### config.mk
export PLATFORM = sky130hd
export DESIGN_NAME = imem_boot_loader
export DESIGN_NICKNAME = d
export VERILOG_FILES = /design/src/rtl/imem_boot_loader_pkg.sv /design/src/rtl/imem_boot_loader_byte_word_packer.sv /design/src/rtl/imem_boot_loader.sv
export SDC_FILE = /design/constraint.sdc
export NUM_CORES = 1
export LEC_CHECK = 0
export BUFFER_PORTS_ARGS = -buffer_cell sky130_fd_sc_hd__buf_4
export CAP_MARGIN = 20
export CORE_MARGIN = 2
export CORE_UTILIZATION = 40
export CTS_CLUSTER_SIZE = 16
export DETAILED_ROUTE_END_ITERATION = 10
export RECOVER_POWER = 100
export SLEW_MARGIN = 20
export SYNTH_ARGS = -nofsm -noshare
export SYNTH_HDL_FRONTEND = slang
export SYNTH_SLANG_ARGS = --single-unit
### constraint.sdc
create_clock -name clk -period 2.1 [get_ports clk]
set_clock_uncertainty 0.05 [all_clocks]
set_input_delay 0.21 -clock clk [delete_from_list [all_inputs] [get_ports clk]]
set_output_delay 0.21 -clock clk [all_outputs]
set_load 0.005 [all_outputs]
### src/rtl/imem_boot_loader_pkg.sv
`default_nettype none
// ============================================================================
// Module   : imem_boot_loader_pkg
// Purpose  : Shared state encoding, error codes and decode helpers for the loader.
// Revision : 1.0
// ============================================================================
package imem_boot_loader_pkg;

    typedef enum logic [2:0] {
        ST_IDLE = 3'd0,
        ST_LEN  = 3'd1,
        ST_DATA = 3'd2,
        ST_CSUM = 3'd3,
        ST_HOLD = 3'd4,
        ST_DONE = 3'd5,
        ST_ERR  = 3'd6
    } state_e;

    localparam logic [1:0] c_err_none    = 2'd0;
    localparam logic [1:0] c_err_len_ovf = 2'd1;
    localparam logic [1:0] c_err_csum    = 2'd2;

    // Byte slot index that completes a little-endian 32-bit word.
    localparam logic [1:0] c_idx_last    = 2'd3;

    function automatic logic accepts_bytes(input state_e s);
        return (s == ST_LEN) || (s == ST_DATA) || (s == ST_CSUM);
    endfunction

    function automatic logic is_busy(input state_e s);
        return (s == ST_LEN) || (s == ST_DATA) || (s == ST_CSUM) || (s == ST_HOLD);
    endfunction

endpackage
`default_nettype wire

### src/rtl/imem_boot_loader_byte_word_packer.sv
`default_nettype none
// ============================================================================
// Module   : imem_boot_loader_byte_word_packer
// Purpose  : Packs accepted bytes little-endian into 32-bit words.
// Revision : 1.0
// ============================================================================
module imem_boot_loader_byte_word_packer
    import imem_boot_loader_pkg::*;
(
    input  logic        clk,
    input  logic        rst,
    input  logic        clear_i,
    input  logic        byte_valid_i,
    input  logic [7:0]  byte_i,
    output logic [31:0] word_o,
    output logic        word_valid_o
);

    logic [1:0]  idx_q;
    logic [23:0] lo_q;

    always_ff @(posedge clk) begin
        if (rst || clear_i) begin
            idx_q <= '0;
            lo_q  <= '0;
        end else if (byte_valid_i) begin
            idx_q <= idx_q + 2'd1;
            case (idx_q)
                2'd0:    lo_q[7:0]   <= byte_i;
                2'd1:    lo_q[15:8]  <= byte_i;
                2'd2:    lo_q[23:16] <= byte_i;
                default: ;
            endcase
        end
    end

    // The top byte is passed straight through so the word is usable in the
    // same cycle its last byte is accepted.
    assign word_o       = {byte_i, lo_q};
    assign word_valid_o = byte_valid_i && (idx_q == c_idx_last);

endmodule
`default_nettype wire

### src/rtl/imem_boot_loader.sv
`default_nettype none
// ============================================================================
// Module   : imem_boot_loader
// Purpose  : Loads a byte-serial, checksummed image into IMEM; gates core reset.
// Revision : 1.0
// ============================================================================
module imem_boot_loader
    import imem_boot_loader_pkg::*;
#(
    parameter int ADDR_W        = 10,
    parameter int CORE_RST_HOLD = 4
) (
    input  logic              clk,
    input  logic              rst,
    input  logic              start,
    input  logic              s_valid,
    input  logic [7:0]        s_data,
    output logic              s_ready,
    output logic              imem_we,
    output logic [ADDR_W-1:0] imem_addr,
    output logic [31:0]       imem_wdata,
    output logic              core_rst,
    output logic              busy,
    output logic              done,
    output logic              err,
    output logic [1:0]        err_code
);

    localparam int                HOLD_W      = $clog2(CORE_RST_HOLD + 1);
    localparam logic [32:0]       c_capacity  = 33'(1) << ADDR_W;
    localparam logic [HOLD_W-1:0] c_hold_last = HOLD_W'(CORE_RST_HOLD - 1);

    state_e              state_q,    state_d;
    logic [ADDR_W:0]     len_q,      len_d;
    logic [ADDR_W:0]     widx_q,     widx_d;
    logic [7:0]          sum_q,      sum_d;
    logic [HOLD_W-1:0]   hold_q,     hold_d;
    logic                we_q,       we_d;
    logic [ADDR_W-1:0]   addr_q,     addr_d;
    logic [31:0]         wdata_q,    wdata_d;
    logic [1:0]          err_code_q, err_code_d;
    logic                s_ready_q;
    logic                core_rst_q;
    logic                busy_q;
    logic                done_q;
    logic                err_q;

    logic                accept;
    logic                pk_byte_valid;
    logic [31:0]         pk_word;
    logic                pk_valid;
    logic [ADDR_W:0]     widx_inc;

    // A byte offered alongside start belongs to the abandoned load.
    assign s_ready       = s_ready_q & ~start;
    assign accept        = s_valid & s_ready;
    assign pk_byte_valid = accept && ((state_q == ST_LEN) || (state_q == ST_DATA));
    assign widx_inc      = widx_q + (ADDR_W + 1)'(1);

    imem_boot_loader_byte_word_packer u_packer (
        .clk          (clk),
        .rst          (rst),
        .clear_i      (start),
        .byte_valid_i (pk_byte_valid),
        .byte_i       (s_data),
        .word_o       (pk_word),
        .word_valid_o (pk_valid)
    );

    always_comb begin
        state_d    = state_q;
        len_d      = len_q;
        widx_d     = widx_q;
        sum_d      = sum_q;
        hold_d     = hold_q;
        we_d       = 1'b0;
        addr_d     = addr_q;
        wdata_d    = wdata_q;
        err_code_d = err_code_q;
        if (start) begin
            state_d    = ST_LEN;
            len_d      = '0;
            widx_d     = '0;
            sum_d      = '0;
            hold_d     = '0;
            err_code_d = c_err_none;
        end else begin
            case (state_q)
                ST_LEN: begin
                    if (accept) begin
                        sum_d = sum_q + s_data;
                        if (pk_valid) begin
                            if ({1'b0, pk_word} > c_capacity) begin
                                state_d    = ST_ERR;
                                err_code_d = c_err_len_ovf;
                            end else if (pk_word == 32'd0) begin
                                state_d = ST_CSUM;
                            end else begin
                                state_d = ST_DATA;
                                len_d   = pk_word[ADDR_W:0];
                            end
                        end
                    end
                end
                ST_DATA: begin
                    if (accept) begin
                        sum_d = sum_q + s_data;
                        if (pk_valid) begin
                            we_d    = 1'b1;
                            addr_d  = widx_q[ADDR_W-1:0];
                            wdata_d = pk_word;
                            widx_d  = widx_inc;
                            if (widx_inc == len_q) begin
                                state_d = ST_CSUM;
                            end
                        end
                    end
                end
                ST_CSUM: begin
                    if (accept) begin
                        if (s_data == sum_q) begin
                            state_d = ST_HOLD;
                            hold_d  = '0;
                        end else begin
                            state_d    = ST_ERR;
                            err_code_d = c_err_csum;
                        end
                    end
                end
                ST_HOLD: begin
                    hold_d = hold_q + HOLD_W'(1);
                    if (hold_q == c_hold_last) begin
                        state_d = ST_DONE;
                    end
                end
                default: ;
            endcase
        end
    end

    always_ff @(posedge clk) begin
        if (rst) begin
            state_q    <= ST_IDLE;
            len_q      <= '0;
            widx_q     <= '0;
            sum_q      <= '0;
            hold_q     <= '0;
            we_q       <= 1'b0;
            addr_q     <= '0;
            wdata_q    <= '0;
            err_code_q <= c_err_none;
            s_ready_q  <= 1'b0;
            core_rst_q <= 1'b1;
            busy_q     <= 1'b0;
            done_q     <= 1'b0;
            err_q      <= 1'b0;
        end else begin
            state_q    <= state_d;
            len_q      <= len_d;
            widx_q     <= widx_d;
            sum_q      <= sum_d;
            hold_q     <= hold_d;
            we_q       <= we_d;
            addr_q     <= addr_d;
            wdata_q    <= wdata_d;
            err_code_q <= err_code_d;
            s_ready_q  <= accepts_bytes(state_d);
            core_rst_q <= (state_d != ST_DONE);
            busy_q     <= is_busy(state_d);
            done_q     <= (state_d == ST_DONE);
            err_q      <= (state_d == ST_ERR);
        end
    end

    assign imem_we    = we_q;
    assign imem_addr  = addr_q;
    assign imem_wdata = wdata_q;
    assign core_rst   = core_rst_q;
    assign busy       = busy_q;
    assign done       = done_q;
    assign err        = err_q;
    assign err_code   = err_code_q;

endmodule
`default_nettype wire

Yosys cells after proc, flatten, opt, wreduce, memory -nomap -nowiden:

Index checks and enable logic that the tools add are counted.

* register bits after elaboration: 112
* bits of input ports: 12
* output and inout port bits: 50

* $add $sub $neg: 4
* order comparisons: 1
* eq/ne operators: 23
* mux-type cells: 22
* bitwise gates (word level): 7
* reduce and logical (&&, ||, !) cells: 23

Operator list (number)
* $mux 3: 11
* $gt 32x11->1 const B: 1
* $logic_not 32->1: 1
* $eq 3x2->1 const B: 5
* $eq 3x3->1 const B: 4
* $mux 2: 6
* $pmux 3 s4: 1
* $add 11x1->11 const B: 1
* $eq 11x11->1: 1
* $ne 2x2->1 const B: 5
* $add 8x8->8: 1
* $eq 8x8->1: 1
* $reduce_and 2->1: 4
* $eq 3x1->1 const B: 2
* $pmux 3 s2: 1
* $reduce_and 3->1: 2
* $reduce_and 6->1: 1
* $logic_or 1x1->1: 5
* $not 1->1: 5
* $reduce_and 5->1: 1
* $eq 2x2->1 const B: 2
* $pmux 2 s2: 1
* $reduce_and 4->1: 1
* $reduce_bool 2->1: 2
* 11 further kinds: 15

Depth between registers and ports, before layout:

Gate-level depths: netlist of run 1.

* word-level depth: 13
* mapped depth: 9
* gate-level depth less buffers: 9

Cells and area by module:

A second synthesis of run 1 with hierarchy kept.

* cell total of the unflattened synthesis: 606
* area, all modules: 5285.1 um^2

By module, submodules not included
* imem_boot_loader: instances 1, cells each 473, area each 3895.0 um^2, sequential area each 1721.7 um^2
* imem_boot_loader_byte_word_packer: instances 1, cells each 133, area each 1390.1 um^2, sequential area each 520.5 um^2

Worst setup path after synthesis of run 1:

OpenSTA, ideal clock, no wires.

* path type: reg2reg
* start point: register widx_q[0]
* end point: register core_rst_q, in the netlist core_rst
* arrival: 2.023 ns
* slack: -0.108 ns
* cell stages (with the launch flop): 9
* path buffers: 1
* clock period less this slack: 2.208 ns
* cell sequence: dfxtp_1 ha_1 buf_2 nand3_1 xnor2_1 nand4_1 or4_1 o31ai_2 nand3_1

* word-level cells in the longest chain between the ends: 8

Ends and longest elaborated chain
* start: declaration: RTL line imem_boot_loader.sv:35 `logic [ADDR_W:0] widx_q, widx_d;`
* start signal: assignment: RTL line imem_boot_loader.sv:160 `widx_q <= widx_d;`
* $add 11x1->11: RTL line imem_boot_loader.sv:58 `assign widx_inc = widx_q + (ADDR_W + 1)'(1);`
* $eq 11x11->1: RTL line imem_boot_loader.sv:113 `if (widx_inc == len_q) begin`
* $mux 3: RTL line imem_boot_loader.sv:113
* $mux 3: RTL line imem_boot_loader.sv:108 `if (pk_valid) begin`
* $mux 3: RTL line imem_boot_loader.sv:106 `if (accept) begin`
* $pmux 3 s4: RTL line imem_boot_loader.sv:88 `case (state_q)`
* $mux 3: RTL line imem_boot_loader.sv:80 `if (start) begin`
* $ne 3x3->1: RTL line imem_boot_loader.sv:168 `core_rst_q <= (state_d != ST_DONE);`
* end signal: assignment: RTL line imem_boot_loader.sv:168
* end: declaration: RTL line imem_boot_loader.sv:43 `logic core_rst_q;`

Every way passes these cells.
A chain may end at the register's enable or synchronous reset.

Final worst setup path of run 1:

Same ends and word-level chain as after synthesis.

==> summary.txt, run 1 <==
Placed design
  • Quantity of I/O buffers inserted on ports: 61
  • GP Congestion: between 0.8 and 0.9
  • HPWL after DPL: 8821 um

Floorplan
  • Core area: between 0.01 and 0.015 mm^2
  • Width of the die: about 110 um
  • DIE AREA: roughly 0.013 mm^2
  • Rows: 40
  • Ports: 62
  • Starting density of the core: 40.80%
  • Die H: about 110 um

Clocking
  • CTS tree: built
  • TritonCTS Buffers: 9
  • H-tree levels: 3
  • Hold buffers post-CTS: 0
  • CTS max path bufs: 2
  • Root buffer cell: clkbuf_16
  • Clock transition at path regs: around 70 ps
  • Clk_lat worst skew: ~360 ps
  • # clock sinks: between 100 and 150

Logic synthesis
  • Synth unique cells: 45
  • Yosys Warn Count: 0
  • Main flop type after synthesis: dfxtp_1
  • Syn nets: 627
  • Register area share after synthesis: between 40% and 50%
  • Post-synth ARST share: 0%
  • Synthesized area: between 0.004 and 0.005 mm^2
  • Synthesized instance count: 600
  • #FFs+latches synth: ~110
  • Post-synth EDFFs: 0
  • Avg Cell Area, Syn: approximately 8 um^2

Finish
  • Share of layout cells above drive strength 1: between 20% and 30%
  • Fill count: ~1,100
  • Area growth syn-to-layout: 28.19%
  • Net count, final: slightly above 700
  • N_diodes: 0

Drt
  • Total wire length: between 10,000 and 15,000 um
  • Starting DRC count in detailed routing: 230
  • Total iterations of the first detailed-routing run: 5
  • DRC: 0
  • DR vias: roughly 4,400
  • Uppermost layer routed: met4
  • Metal-1 WL: around 5700 um
  • Final ANT Viol Nets: 0
  • Vias per cell: between 5 and 6
  • Wire per inst: around 15 um
  • Met2 wire length: about 6200 um
  • WL met3: roughly 380 um

Timing
  • Final min period: just over 2000 ps
  • Worst-margin pin slew: between 500 and 600 ps
  • Slew Limit Fails: 0
  • Fin. Hold Viols: 0
  • Final period utilization: 98.97%
  • RSZ-0062 raised after global routing: yes
  • Worst slew margin: around 64%
  • Highest Clock Rate: approximately 0.48 GHz
  • Setup TNS: 0 ps
  • # setup viols final: 0

Worst setup path
  • CP Class: register to register
  • Crit start category: register
  • Crit path DAT: approximately 2300 ps
  • CP required: ~2300 ps
  • Setup crit end kind: register
  • FF-to-FF path depth: 7
  • Worst-path maximum fanout: 5

Pwr
  • Final Power: 3.996 mW
  • Int Power: between 3 and 4 mW
  • Flop pwr share: 53.3%
  • Sw Ratio: between 20% and 30%
  • Worst ir drop on vdd: around 0.00049 V
  • Lkg Pwr: ~2.2 nW
  • Part of the power in combinational logic: between 4 and 5%
  • Cell Pwr Density: between 600 and 700 mW/mm^2
  • Clock power frac: 42.3%
  • Psw: 944.2 uW

Outcome
  • Outcome: finished clean

Job
  • Max Cap Viol: 0

Min path
  • Worst hold path type: input pin to register
  • Hold-critical path depth: 3

Global route
  • Initial antenna violation count: 0
  • Global Route Usage Sum: 19.85%
  • Vias in the first global route: ~4,300
  • Largest net degree at the start of global routing: 62
  • Total grt overflow: 0
  • First-pass GRT wire length: approximately 21,000 um
==> layer usage <==
metal / GRT usage (%) / vias to the layer above
met5: 0 / -
li1: - / 2228
met2: 33.77 / 86
met4: 9.350 / 0
met3: 2.859 / 16
met1: 24.81 / 2083
==> critical path, cell delays in order (launching register included) <==
cell	delay (ps)
dfxtp_4	350
ha_4	180
xor2_2	150
nor3_1	180
a31oi_1	70
or4_4	560
o31ai_4	290
nand3_1	110
==> stage by stage <==
stage | instances | worst slack [ps] | hold WS (ps) | util [%] | cell area, um^2
final | 842 | 21.60 | 66.03 | 52.30 | 6230
after global routing | 842 | -73.01 | 93.55 | 52.30 | 6230
after CTS | 836 | -0.6941 | 57.29 | 51.26 | 6106
after detailed placement | 819 | -144.4 | 397.3 | 48.45 | 5771
after global placement | 819 | -99.62 | 394.8 | 48.45 | 5771
after floorplan | 600 | 2.470 | 296.0 | - | 4870
==> repair_timing <==
action / 4_1_cts / 5_1_grt
gates resized for setup: 9 / 29
setup endpoints to repair: 19 / 26
gates cloned: 0 / 1
pin swaps: 2 / 25
buffers inserted: 1 / 6
==> area by class of cell <==
| cell class | instances | area [um^2] | area share [%] |
|---|---|---|---|
| well taps | 147 | 183.9 | 2.952 |
| clock inverters | 6 | 50.05 | 0.8034 |
| repair buffers | 120 | 898.4 | 14.42 |
| multi-input cells | 435 | 2564 | 41.15 |
| inverters | 12 | 45.04 | 0.7230 |
| flip-flops and latches | 112 | 2250 | 36.11 |
| clock buffers | 10 | 239.0 | 3.836 |
==> sequential cells by signal, summed over array words and instances, names as in the netlist, 3 cells and up <==
signal,count
imem_wdata,32
u_packer.lo_q,24
len_q,11
widx_q,11
imem_addr,10
sum_q,8
hold_q,3
state_q,3
==> synthesized netlist by cell type (2+ instances only) <==
cell type	number	area, um^2
nand2_1	133	499.2
clkbuf_1	35	131.4
xor2_1	12	105.1
nor3_1	11	55.05
dfxtp_1	112	2242
or3_1	4	25.02
a21oi_1	84	420.4
and2_1	4	25.02
o211ai_1	2	15.01
inv_1	12	45.04
or4_1	2	15.01
buf_2	6	30.03
o21a_1	3	22.52
a31oi_1	5	31.28
nor2b_1	7	43.79
xnor2_1	17	148.9
nor4_1	9	56.30
nand4b_1	2	17.52
and4b_1	2	20.02
nand4_1	7	43.79
a211oi_1	2	15.01
nor3b_1	2	15.01
mux2i_1	12	120.1
ha_1	14	175.2
nor2_1	38	142.6
a31o_2	2	17.52
o21ai_0	8	40.04
nand3_1	35	175.2
or2_2	2	12.51
==> placed cells by master (no fill, tap or decap), drive strengths merged, types with 2 or more instances in the layout <==
cell / instances
a211oi: 2
a21oi: 84
a31o: 2
a31oi: 5
and2: 4
and4b: 2
buf: 64
clkbuf: 66
clkinv: 2
dfxtp: 112
ha: 14
inv: 15
mux2i: 12
nand2: 133
nand3: 35
nand4: 7
nand4b: 2
nor2: 38
nor2b: 7
nor3: 11
nor3b: 2
nor4: 9
o211ai: 2
o21a: 3
o21ai: 8
o31ai: 2
or2: 2
or3: 4
or4: 2
xnor2: 17
xor2: 12
==> logic make-up (layout without fill, tap and decap cells) <==
group	after synthesis	count (layout)	share of synthesized area (%)
compound gates	118	118	13.75
xor+xnor	29	29	5.226
simple gates	260	260	23.92
mux	13	13	2.703
buf+inv	53	148	4.248
fa+ha+maj	15	15	4.017
flops	112	112	46.14
==> power groups by stage <==
stage	Sequential [mW]	Clock (mW)	Combinational [mW]
6_report	2.13	1.69	0.177
5_1_grt	2.13	1.81	0.192
3_3_place_gp	2.18	0	0.169
2_1_floorplan	2.18	0	0.0817
3_5_place_dp	2.18	0	0.171
4_1_cts	2.13	1.73	0.173
==> worst paths after layout <==
path	startpoint	endpoint	slack, ps
max	widx_q[0]	core_rst	20
min	s_valid	imem_we	70
max reg2reg	widx_q[0]	core_rst	20
min reg2reg	imem_wdata[26]	imem_wdata[26]	400
(Power assumes the default switching activity.)
==> inputs of run 2 (changes only) <==
==> constraint.sdc (replaced) <==
create_clock -name clk -period 1.9 [get_ports clk]
set_clock_uncertainty 0.05 [all_clocks]
set_input_delay 0.19 -clock clk [delete_from_list [all_inputs] [get_ports clk]]
set_output_delay 0.19 -clock clk [all_outputs]
set_load 0.005 [all_outputs]
==> summary.txt, run 2 (synthesis results as in run 1) <==
Outcome
  • Outcome: complete, but fails checks (was finished clean)
  • Failing checks: setup timing

Global route
  • Largest net degree at the start of global routing: 48 (was 62)
  • Total grt overflow: 0 (unchanged)
  • Vias in the first global route: 4,516 (was 4,257)
  • Initial antenna violation count: 0 (unchanged)
  • Global Route Usage Sum: 20.67% (was 19.85%)
  • First-pass GRT wire length: 21,550 um (was 20,620 um)

Timing
  • Highest Clock Rate: 0.4643 GHz (was 0.4811 GHz)
  • Fin. Hold Viols: 0 (unchanged)
  • # setup viols final: 18 (was 0)
  • Worst-margin pin slew: 520.8 ps (was 533.5 ps)
  • Setup WS post-layout: -253.9 ps (was 21.60 ps)
  • Final period utilization: 113.4% (was 98.97%)
  • Final min period: 2154 ps (was 2078 ps)
  • Worst slew margin: 65.28% (was 64.16%)
  • Slew Limit Fails: 0 (unchanged)
  • Setup TNS: -3237 ps (was 0 ps)
  • RSZ-0062 raised after global routing: yes (unchanged)

Finish
  • Max FFs per register: 32 (unchanged)
  • Area taken by multi-input logic gates: 0.002756 mm^2 (was 0.002564 mm^2)
  • Net count, final: 755 (was 717)
  • Fill count: 1,086 (was 1,149)
  • Register area: 0.002260 mm^2 (was 0.002250 mm^2)
  • Final cell count without fillers: 880 (was 842)
  • Most common cell after layout, fill and taps aside: nand2_1 (unchanged)
  • N_diodes: 0 (unchanged)
  • Post-route design area: 0.006785 mm^2 (was 0.006230 mm^2)
  • Area growth syn-to-layout: 39.62% (was 28.19%)
  • Commonest cells after routing, fill and taps aside: nand2_1, dfxtp_1, buf_4 (was nand2_1, dfxtp_1, a21oi_1)
  • Share of layout cells above drive strength 1: 32.33% (was 22.88%)

Worst setup path
  • Setup crit end kind: register (unchanged)
  • CP required: 2090 ps (was 2270 ps)
  • Worst-path maximum fanout: 5 (unchanged)
  • CP Class: register to register (unchanged)
  • CP max stage delay: 330 ps (was 560 ps)
  • Most frequent CP cell: buf_6
  • Crit start category: register (unchanged)
  • Crit path DAT: 2340 ps (was 2250 ps)
  • Slowest CP cell: dfxtp_2 (was or4_4)
  • Ordered list of cells on the worst path: nor4bb_2 -> buf_4 -> buf_6 -> nand4b_1 -> nor3_2 -> nor3b_4 -> buf_6 -> mux2i_2 -> nor2_1 (was ha_4 -> xor2_2 -> nor3_1 -> a31oi_1 -> or4_4 -> o31ai_4 -> nand3_1)

Floorplan
  • Rows: 40 (unchanged)
  • Width of the die: 114.2 um (unchanged)
  • Ports: 62 (unchanged)
  • Core area: 0.01191 mm^2 (unchanged)
  • Starting density of the core: 40.80% (unchanged)
  • DIE AREA: 0.01305 mm^2 (unchanged)
  • Die H: 114.2 um (unchanged)

Clocking
  • H-tree levels: 3 (unchanged)
  • # clock sinks: 112 (unchanged)
  • TritonCTS Buffers: 9 (unchanged)
  • Hold buffers post-CTS: 0 (unchanged)
  • Clock transition at path regs: 80 ps (was 70 ps)
  • CTS max path bufs: 2 (unchanged)
  • CTS tree: built (unchanged)
  • Clk_lat worst skew: 360 ps (about the same)
  • Root buffer cell: clkbuf_16 (unchanged)

Drt
  • Total iterations of the first detailed-routing run: 5 (unchanged)
  • Vias per cell: 5.310 (was 5.241)
  • Final ANT Viol Nets: 0 (unchanged)
  • DR vias: 4,673 (was 4,413)
  • Starting DRC count in detailed routing: 158 (was 230)
  • Wire per inst: 15.69 um (was 14.95 um)
  • Total wire length: 13,810 um (was 12,590 um)
  • DRC: 0 (unchanged)

Pwr
  • Cell Pwr Density: 650.5 mW/mm^2 (was 641.5 mW/mm^2)
  • Lkg Pwr: 2.515 nW (was 2.209 nW)
  • Worst ir drop on vdd: 0.0005656 V (was 0.0004925 V)

Placed design
  • Placement-stage cell area: 0.006018 mm^2 (was 0.005771 mm^2)
  • Placed Instances: 852 (was 819)
  • HPWL after DPL: 9333 um (was 8821 um)
  • Quantity of I/O buffers inserted on ports: 61 (unchanged)
  • DP Worst Slack: -267.0 ps (was -144.4 ps)
  • GP Congestion: 0.8637 (was 0.8434)

Min path
  • Worst hold path type: input pin to register (unchanged)

Job
  • Max Cap Viol: 0 (unchanged)
[run 2: report_power, final]
part / internal [mW] / leakage [nW] / switching, mW
clock network: 0.905 / 0.134 / 0.925
logic: 0.101 / 1.47 / 0.132
registers: 2.35 / 0.908 / 0.00361
[run 2: worst paths after layout]
path / startpoint / end / slack [ps] / cells after the start
setup reg to reg: state_q[2] / len_q[8] / -250 / 9
hold reg to reg: imem_addr[5] / imem_addr[5] / 410 / 2
hold / removal: s_data[4] / imem_wdata[28] / 80 / 3
setup / recovery: state_q[2] / len_q[8] / -250 / 9
[run 2: critical path, delay by kind of cell (launching register included)]
family | cells | cell delay (ps)
DFF | 1 | 330
buffers and inverters | 3 | 430
muxes | 1 | 210
and+or+nand+nor | 5 | 1020
[run 2: layout make-up]
class                           count  area share [%]
Sequential cell                   112           33.30
Inverter                           12          0.6638
Timing Repair Buffer              158           18.59
Multi-Input combinational cell    435           40.62
Clock inverter                      7          0.7929
Tap cell                          147           2.711
Clock buffer                        9           3.319
[run 2: timing repair]
action,CTS,global route
buffers inserted,6,6
pin swaps,22,30
setup endpoints to repair,52,102
gates cloned,1,2
gates resized for setup,46,46
[run 2: layer usage]
metal	vias to the layer above	routed length (um)	track usage (%)
met4	0	281	9.024
met5	-	0	0
li1	2304	-	-
met1	2251	6070	24.72
met3	20	520	4.711
met2	98	6936	35.56
[run 2: stage by stage]
step | hold WS (ps) | utilization (%) | power (mW)
floorplan | 276.0 | - | 2.498
global placement | 392.9 | 50.53 | 2.607
detailed placement | 399.3 | 50.53 | 2.610
CTS | 66.07 | 54.66 | 4.444
global route | 76.23 | 56.96 | 4.565
finish | 77.62 | 56.96 | 4.414
